$ cat config.mk
export PLATFORM = sky130hd
export DESIGN_NAME = branch_predictor
export DESIGN_NICKNAME = d
export VERILOG_FILES = /design/src/rtl/branch_predictor.sv
export SDC_FILE = /design/constraint.sdc
export NUM_CORES = 1
export LEC_CHECK = 0
export BUFFER_PORTS_ARGS = -buffer_cell sky130_fd_sc_hd__buf_4
export CAP_MARGIN = 20
export CORE_MARGIN = 1
export CORE_UTILIZATION = 50
export DETAILED_ROUTE_END_ITERATION = 6
export GPL_ROUTABILITY_DRIVEN = 0
export PLACE_DENSITY = 0.69
export SLEW_MARGIN = 25
export SYNTH_ARGS = -nofsm -noshare
export SYNTH_HDL_FRONTEND = slang
export SYNTH_SLANG_ARGS = --single-unit
$ cat constraint.sdc
create_clock -name clk -period 6.61 [get_ports clk]
set_input_delay 0.3305 -clock clk [delete_from_list [all_inputs] [get_ports clk]]
set_output_delay 0.3305 -clock clk [all_outputs]
set_load 0.03 [all_outputs]
$ cat src/rtl/branch_predictor.sv
// -----------------------------------------------------------------------------
// branch_predictor
//
// Gshare branch predictor with a direct-mapped branch target buffer.
// The fetch stage gets a zero-latency, purely combinational prediction for
// fetch_pc. The MEM stage resolves control instructions, which trains the BTB
// and the PHT. On a misprediction, or on a conditional branch that missed in
// the BTB, it also repairs the speculative global history register.
//
// Configuration macro:
//   BP_FWD_EN  - when defined, a same-cycle update is forwarded into the
//                lookup path. When undefined, the lookup sees registered
//                state only.
//
// Ports:
//   clk, reset        - clock, synchronous active-high reset
//   fetch_pc          - lookup address; fetch_adv - fetch stage advances
//   pred_hit/uc/taken - BTB hit, unconditional entry, predicted taken
//   pred_target       - target field of the indexed BTB entry
//   pred_ghr          - speculative GHR at lookup (carried down the pipe)
//   upd_*             - resolution info for one control instruction in MEM
//   mispredict        - combinational mispredict flag for the update
//   mispredict_count  - saturating mispredict counter
// -----------------------------------------------------------------------------
module branch_predictor #(
    parameter int         BTB_IDX_BITS = 3,
    parameter int         GHR_BITS     = 4,
    parameter logic [1:0] CTR_INIT     = 2'b01
) (
    input  logic                clk,
    input  logic                reset,
    input  logic [15:0]         fetch_pc,
    input  logic                fetch_adv,
    output logic                pred_hit,
    output logic                pred_uc,
    output logic                pred_taken,
    output logic [15:0]         pred_target,
    output logic [GHR_BITS-1:0] pred_ghr,
    input  logic                upd_valid,
    input  logic [15:0]         upd_pc,
    input  logic                upd_cond,
    input  logic                upd_taken,
    input  logic [15:0]         upd_target,
    input  logic                upd_pred_hit,
    input  logic                upd_pred_taken,
    input  logic [GHR_BITS-1:0] upd_ghr,
    output logic                mispredict,
    output logic [15:0]         mispredict_count
);

    localparam int BTB_ENTRIES = 1 << BTB_IDX_BITS;
    localparam int TAG_BITS    = 15 - BTB_IDX_BITS;
    localparam int PHT_ENTRIES = 1 << GHR_BITS;

    // 2-bit saturating counter step toward the resolved direction.
    function automatic logic [1:0] sat_ctr(input logic [1:0] ctr, input logic taken);
        logic [1:0] res;
        res = ctr;
        if (taken) begin
            if (ctr != 2'b11) res = ctr + 2'd1;
            else              res = ctr;
        end else begin
            if (ctr != 2'b00) res = ctr - 2'd1;
            else              res = ctr;
        end
        return res;
    endfunction

    logic                    valid_r  [BTB_ENTRIES];
    logic                    uc_r     [BTB_ENTRIES];
    logic [TAG_BITS-1:0]     tag_r    [BTB_ENTRIES];
    logic [15:0]             target_r [BTB_ENTRIES];
    logic [1:0]              pht_r    [PHT_ENTRIES];
    logic [GHR_BITS-1:0]     ghr_r;
    logic [15:0]             count_r;

    logic [BTB_IDX_BITS-1:0] lk_idx_s;
    logic [TAG_BITS-1:0]     lk_tag_s;
    logic [GHR_BITS-1:0]     lk_pht_idx_s;
    logic [BTB_IDX_BITS-1:0] up_idx_s;
    logic [TAG_BITS-1:0]     up_tag_s;
    logic [GHR_BITS-1:0]     up_pht_idx_s;
    logic [1:0]              up_ctr_next_s;
    logic                    hit_s;
    logic                    uc_s;
    logic                    ctr_msb_s;
    logic [15:0]             target_s;
    logic                    repair_s;
    logic                    unused_ok_s;

    // PC bit 0 is always zero for word-aligned instructions and never indexes anything.
    assign unused_ok_s = fetch_pc[0] ^ upd_pc[0];

    // Index, tag and hash extraction for both the lookup and the update port.
    always_comb begin
        lk_idx_s      = fetch_pc[BTB_IDX_BITS:1];
        lk_tag_s      = fetch_pc[15:BTB_IDX_BITS+1];
        lk_pht_idx_s  = ghr_r ^ fetch_pc[GHR_BITS:1];
        up_idx_s      = upd_pc[BTB_IDX_BITS:1];
        up_tag_s      = upd_pc[15:BTB_IDX_BITS+1];
        up_pht_idx_s  = upd_ghr ^ upd_pc[GHR_BITS:1];
        up_ctr_next_s = sat_ctr(pht_r[up_pht_idx_s], upd_taken);
    end

    // Lookup datapath: registered state, optionally overridden by a same-cycle update.
    always_comb begin
        hit_s     = valid_r[lk_idx_s] && (tag_r[lk_idx_s] == lk_tag_s);
        uc_s      = uc_r[lk_idx_s];
        target_s  = target_r[lk_idx_s];
        ctr_msb_s = pht_r[lk_pht_idx_s][1];
`ifdef BP_FWD_EN
        if (upd_valid && upd_taken && (up_idx_s == lk_idx_s) && (up_tag_s == lk_tag_s)) begin
            hit_s    = 1'b1;
            uc_s     = ~upd_cond;
            target_s = upd_target;
        end else begin
            hit_s    = hit_s;
        end
        if (upd_valid && upd_cond && (up_pht_idx_s == lk_pht_idx_s)) begin
            ctr_msb_s = up_ctr_next_s[1];
        end else begin
            ctr_msb_s = ctr_msb_s;
        end
`endif
    end

    assign pred_hit    = hit_s;
    assign pred_uc     = hit_s & uc_s;
    assign pred_taken  = hit_s & (uc_s | ctr_msb_s);
    assign pred_target = target_s;
    assign pred_ghr    = ghr_r;

    assign mispredict       = upd_valid & (upd_pred_taken != upd_taken);
    assign repair_s         = upd_valid & upd_cond & (mispredict | ~upd_pred_hit);
    assign mispredict_count = count_r;

    // BTB storage: taken resolutions overwrite the indexed entry; not-taken keep it.
    always_ff @(posedge clk) begin
        if (reset) begin
            for (int i = 0; i < BTB_ENTRIES; i++) begin
                valid_r[i] <= 1'b0;
            end
        end else if (upd_valid && upd_taken) begin
            valid_r[up_idx_s]  <= 1'b1;
            tag_r[up_idx_s]    <= up_tag_s;
            target_r[up_idx_s] <= upd_target;
            uc_r[up_idx_s]     <= ~upd_cond;
        end
    end

    // PHT training on resolved conditional branches, indexed by the fetch-time history.
    always_ff @(posedge clk) begin
        if (reset) begin
            for (int i = 0; i < PHT_ENTRIES; i++) begin
                pht_r[i] <= CTR_INIT;
            end
        end else if (upd_valid && upd_cond) begin
            pht_r[up_pht_idx_s] <= up_ctr_next_s;
        end
    end

    // Global history: repair from the resolved branch beats speculative shifting.
    always_ff @(posedge clk) begin
        if (reset) begin
            ghr_r <= {GHR_BITS{1'b0}};
        end else if (repair_s) begin
            ghr_r <= {upd_ghr[GHR_BITS-2:0], upd_taken};
        end else if (fetch_adv && hit_s && !uc_s) begin
            ghr_r <= {ghr_r[GHR_BITS-2:0], pred_taken};
        end else begin
            ghr_r <= ghr_r;
        end
    end

    // Saturating mispredict counter.
    always_ff @(posedge clk) begin
        if (reset) begin
            count_r <= 16'h0000;
        end else if (mispredict && (count_r != 16'hFFFF)) begin
            count_r <= count_r + 16'd1;
        end else begin
            count_r <= count_r;
        end
    end

endmodule

After elaboration in Yosys (flattened, before gate mapping). Memories as Yosys holds them, arrays and structs flattened. Cells that the tools add are included.

Output and inout bits: 40. Memories: 5. Bits of input ports: 60. Register bits: 20. Word-level logic and storage cells: 55. RAM bits: 272.

Memory list: target_r (depth 8, bits a word 16, rd ports 1, clocked after memory_dff 0, write ports 1, RTL line 72) `logic [15:0] target_r [BTB_ENTRIES];`; tag_r (depth 8, bits a word 12, rd ports 1, clocked after memory_dff 0, write ports 1, RTL line 71) `logic [TAG_BITS-1:0] tag_r [BTB_ENTRIES];`; pht_r (depth 16, bits a word 2, rd ports 2, clocked after memory_dff 0, write ports 16, RTL line 73) `logic [1:0] pht_r [PHT_ENTRIES];`; uc_r (depth 8, bits a word 1, rd ports 1, clocked after memory_dff 0, write ports 1, RTL line 70) `logic uc_r [BTB_ENTRIES];`; valid_r (depth 8, bits a word 1, rd ports 1, clocked after memory_dff 0, write ports 8, RTL line 69) `logic valid_r [BTB_ENTRIES];`.

Equal/unequal tests: 4. Bitwise gates (word level): 11. Add/sub/neg operators: 3. Reductions and logical operators: 11. Multiplexer cells: 19.

Operators with widths (count): $add 16x1->16 const B (1); $ne 16x16->1 const B (1); $eq 12x12->1 (1); $mux 4 (3); $mux 1 (11); $mux 2 (4); $xor 4x4->4 (2); $logic_and 1x1->1 (6); $and 1x1->1 (5); $reduce_bool 2->1 (2); $mux 3 (1); $add 2x1->2 const B (1); $ne 2x2->1 const B (1); $not 1->1 (2); $or 1x1->1 (2); $reduce_or 2->1 (1); $sub 2x1->2 const B (1); $logic_not 1->1 (1); $ne 1x1->1 (1); $reduce_or 1->1 (1).

Logic depth before layout (Yosys ltp). An unclocked memory read counts as a cell.

Depth in word-level cells: 7. Mapped depth: 11.

Worst setup path before layout. OpenSTA, ideal clock, no wires.

Path type: input-to-reg. From: input upd_valid. To: memory tag_r[1][0] (netlist bit), enable pin. Required time: 6156 ps. Path slack: 3349 ps. Stages: 3. Arrival: 2807 ps. Buffers on the path: 0. Path through: nor2b_1 nand3_1 nor3_1.

Word-level cells in the longest chain between the ends: 4.

RTL lines: start, declared (RTL line 39) `input logic upd_valid,`; $logic_and 1x1->1 (RTL line 143) `end else if (upd_valid && upd_taken) begin`; $mux 1 (RTL line 143); $mux 1 (RTL line 139) `if (reset) begin`; $mux 1 (implied by the code) (RTL line 145) `tag_r[up_idx_s] <= up_tag_s;`; end, declared (RTL line 71).

No other way between the ends.

Final worst setup path.
From: input fetch_pc[1]. To: output pred_taken.

Word-level cells in the longest chain between the ends: 4.

RTL lines: start, declared (RTL line 32) `input logic [15:0] fetch_pc,`; $mem_v2 8x12 or $xor 4x4->4 (tied branches); $eq 12x12->1 or $mem_v2 16x2 (tied branches); $logic_and 1x1->1 or $or 1x1->1 (tied branches) (RTL line 107, 129); $and 1x1->1 (*) (RTL line 129) `assign pred_taken = hit_s & (uc_s | ctr_msb_s);`; end, declared (RTL line 36) `output logic pred_taken,`.

Mark *: on every way between the ends. The rest lies on a longest branch, timed or not.

==> metrics.md <==
| Metric | Value |
|---|---|
| Outcome | finished clean |
| Final WS setup | 2.75 ns |
| Total Neg Setup Slack | 0 ns |
| Die Width | 157 µm |
| Total GRT Usage | 0.204 |
| Mux cell area share after synthesis | 0.160 |
| Syn Std Cell Area | 12100 µm² |
| Setup violators final | 0 |
| HP Class | in -> reg |
| Kind of critical path | in -> out |
| CP peak stage delay | 0.61 ns |
| Layout cells sized above 1 | 0.291 |
| Static Leak | 4.95 nW |
| 1st-iter DRT viols | 391 |
| Final Critical Period | 3.86 ns |
| Worst Path Required | 6.28 ns |
| Endpoint type of the worst setup path | primary output |
| Net Count, Synth | 754 |
| Setup Fix Bufs, Post-CTS | 0 |
| Ant. Diodes | 0 |
| WL final | 24100 µm |
| Worst r2r src | tag_r[3][0]$_DFFE_PP_ |
| Fin. max-slew vios | 0 |
| Crit path arrival time | 3.53 ns |
| Nets | 882 |
| Post-route DRC | 0 |
| Post-synth EDFFs | 264 |
| CTS Sinks | 292 |
| Hold depth | 1 |
| Gr ovfl total | 0 |
| Detailed Place HPWL | 14300 µm |
| Main flop type after synthesis | edfxtp_1 |
| Top post-synthesis cells by area | edfxtp_1, mux4_2, dfxtp_1 |
| Max Fclk | 0.259 GHz |
| Seq cells post-synth | 292 |
| Worst-Margin Slew | 0.910 ns |
| Final count of hold timing violations | 0 |
| Placed standard-cell area | 13200 µm² |
| CP Max Fanout | 48 |
| H-tree depth | 1 |
| Post-route ant nets | 0 |
| Ys Warns | 0 |
| Commonest non-fill, non-tap cell in the layout | edfxtp_1 |
| Sequential-to-total area share from yosys stat | 0.704 |
| Reg2Reg Depth | 7 |
| Initial Util | 0.512 |
| FP Rows | 56 |
| Post-Synth Simple-Gate Area | 0.0700 |
| Post-Route Utilization | 0.610 |
| Vias | 6504 |
| Post-synthesis area per instance | 17.4 µm² |
| First-pass GRT wire length | 37400 µm |
| Critical path's slowest cell | xor2_1 |
| Synth top area share | 0.658 |
| Synth Area in Adders | 0.00270 |
| RR Endpoint | pred_ghr[3]$_SDFFE_PP0P_ |
| Post-Synth XOR/XNOR Area | 0.0254 |
| Clock transition at the registers of the reported paths | 0.06 ns |
| Worst-Skew Late Latency | 0.55 ns |
| Worst hold endpoint | target_r[0][15]$_DFFE_PP_ |
| Routed wire per std cell | 20.7 µm |
| CTS root buffer | clkbuf_16 |
| Worst reg2reg setup slack | 3.86 ns |
| Vias in the first global route | 6956 |
| Post-synth top area cell | edfxtp_1 |
| Io pins | 100 |
| DRT Pass-1 Iters | 4 |
| Avg Vias per Cell | 5.59 |
| Initial antenna violation count | 0 |
| Die H | 157 µm |
| Max_cap viols | 0 |
| Async S/R FF share, synth | 0 |
| Final worst path period share | 0.584 |
| Commonest cells after routing, fill and taps aside | edfxtp_1, buf_4, mux4_2, nand2_1, nor2_1 |
| CTS tree | yes |
| Filler instances | 1765 |
| PD cells | 279 nW/µm² |
| CTS max path bufs | 3 |
| Cell mode on critical path | buf_4 |
| Crit path launch type | primary input |
| Core ar. | 23500 µm² |
| Post-Place Setup Slack | 2.70 ns |
| Worst relative slew slack | 0.393 |
| Worst-path cell chain | buf_4, buf_4, xor2_1, mux4_2, mux2_2, a2bb2oi_1, nor2b_1, buf_4 |
| Largest family of logic cells by synthesized area | multiplexers |
| Worst Clk Skew | 0.0114 ns |
| Area grow syn2layout | 19.1% |
| Compound-cell area share of the yosys netlist | 0.0210 |
| Cts bufs inserted | 30 |
| Mapped Cells | 693 |
| Port bufs | 97 |
| Die footprint | 24700 µm² |
| Largest net degree at the start of global routing | 62 |
| Cell area after layout | 14400 µm² |
| Netlist cell types | 50 |
| Post-CTS resize count | 0 |
| Peak supply drop | 0.185 mV |
| RSZ-0062 raised after global routing | false |
| Critical hold path startpoint | upd_target[15] |
## repair_timing
action | CTS | global route
setup endpoints to repair | 0 | 0
hold buffers | 19 | 0
hold endpoints to repair | 135 | 0
## worst max path at each step
stage	endpoint	cells after the start	slack [ns]	startpoint
finish	pred_taken	8	2.75	fetch_pc[1]
global route	pred_taken	8	2.52	fetch_pc[1]
CTS	pred_taken	8	2.68	fetch_pc[1]
detailed placement	pred_taken	8	2.70	fetch_pc[1]
global placement	pred_taken	8	2.70	fetch_pc[1]
floorplan	tag_r[1][0]$_DFFE_PP_	3	3.35	upd_valid
## per-layer routing
metal / up-vias / track usage / share of wire
met5: - / 0 / 0
met2: 203 / 0.362 / 0.51
li1: 2986 / - / -
met4: 0 / 0.0712 / 0.023
met1: 3273 / 0.252 / 0.40
met3: 42 / 0.0336 / 0.067
## critical path, delay by kind of cell
family / cells / cell delay (ns)
xor+xnor: 1 / 0.61
mux: 2 / 0.87
compound gates: 1 / 0.19
buf+inv: 3 / 1.29
simple gates: 1 / 0.17
## per-stage QoR
step	std cells	total power, W	hold slack, ns
floorplan	693	0.00227	0.421
global placement	1089	0.00237	0.428
detailed placement	1089	0.00238	0.440
CTS	1163	0.00405	0.00144
global route	1163	0.00414	0.00435
finish	1163	0.00401	0.0240
## cell families after synthesis
kind of cell / Yosys count
adders and majority gates: 3
xor gates and xnor gates: 35
DFF: 292
AOI/OAI and AO/OA: 33
muxes: 109
buffers and inverters: 42
and+or+nand+nor: 179
## power by group
group          internal (W)  switching, W  leakage [nW]  total (W)
registers           0.00204    0.00000933          2.60    0.00205
logic              0.000130      0.000169          1.87   0.000300
clock network      0.000993      0.000672         0.484    0.00167
total               0.00316      0.000851          4.95    0.00401
## state kept, by name (all words and copies together) (netlist names)
| signal | flops |
|---|---|
| valid_r | 8 |
| target_r | 128 |
| pred_ghr | 4 |
| tag_r | 96 |
| mispredict_count | 16 |
| uc_r | 8 |
| pht_r | 32 |
## cell usage after synthesis (2+ instances only)
cell type,n
edfxtp_1,264
mux4_2,57
nor2_1,50
nand2_1,49
nand3_1,29
dfxtp_1,28
xor2_1,26
mux2_2,24
mux2i_1,22
clkbuf_1,14
inv_1,12
buf_2,9
nor3_1,9
xnor2_1,9
and2_1,7
nand4_1,7
nor2b_1,7
o22ai_1,7
mux4_1,6
nand2b_1,5
a21o_1,4
nor3b_1,4
a21oi_1,3
a221o_1,3
and3_1,3
buf_1,3
nand3b_1,3
a22o_1,2
a2bb2oi_1,2
buf_4,2
maj3_1,2
o2111a_1,2
o21ai_0,2
## cell type report
class                           count  area, µm²  area share
Inverter                           12       45.0     0.00314
Clock buffer                       37        777      0.0541
Tap cell                          319        399      0.0278
Timing Repair Buffer              126        993      0.0692
Clock inverter                     18        211      0.0147
Multi-Input combinational cell    359       3440       0.240
Sequential cell                   292       8490       0.591
Power figures use the tool's default switching activity.
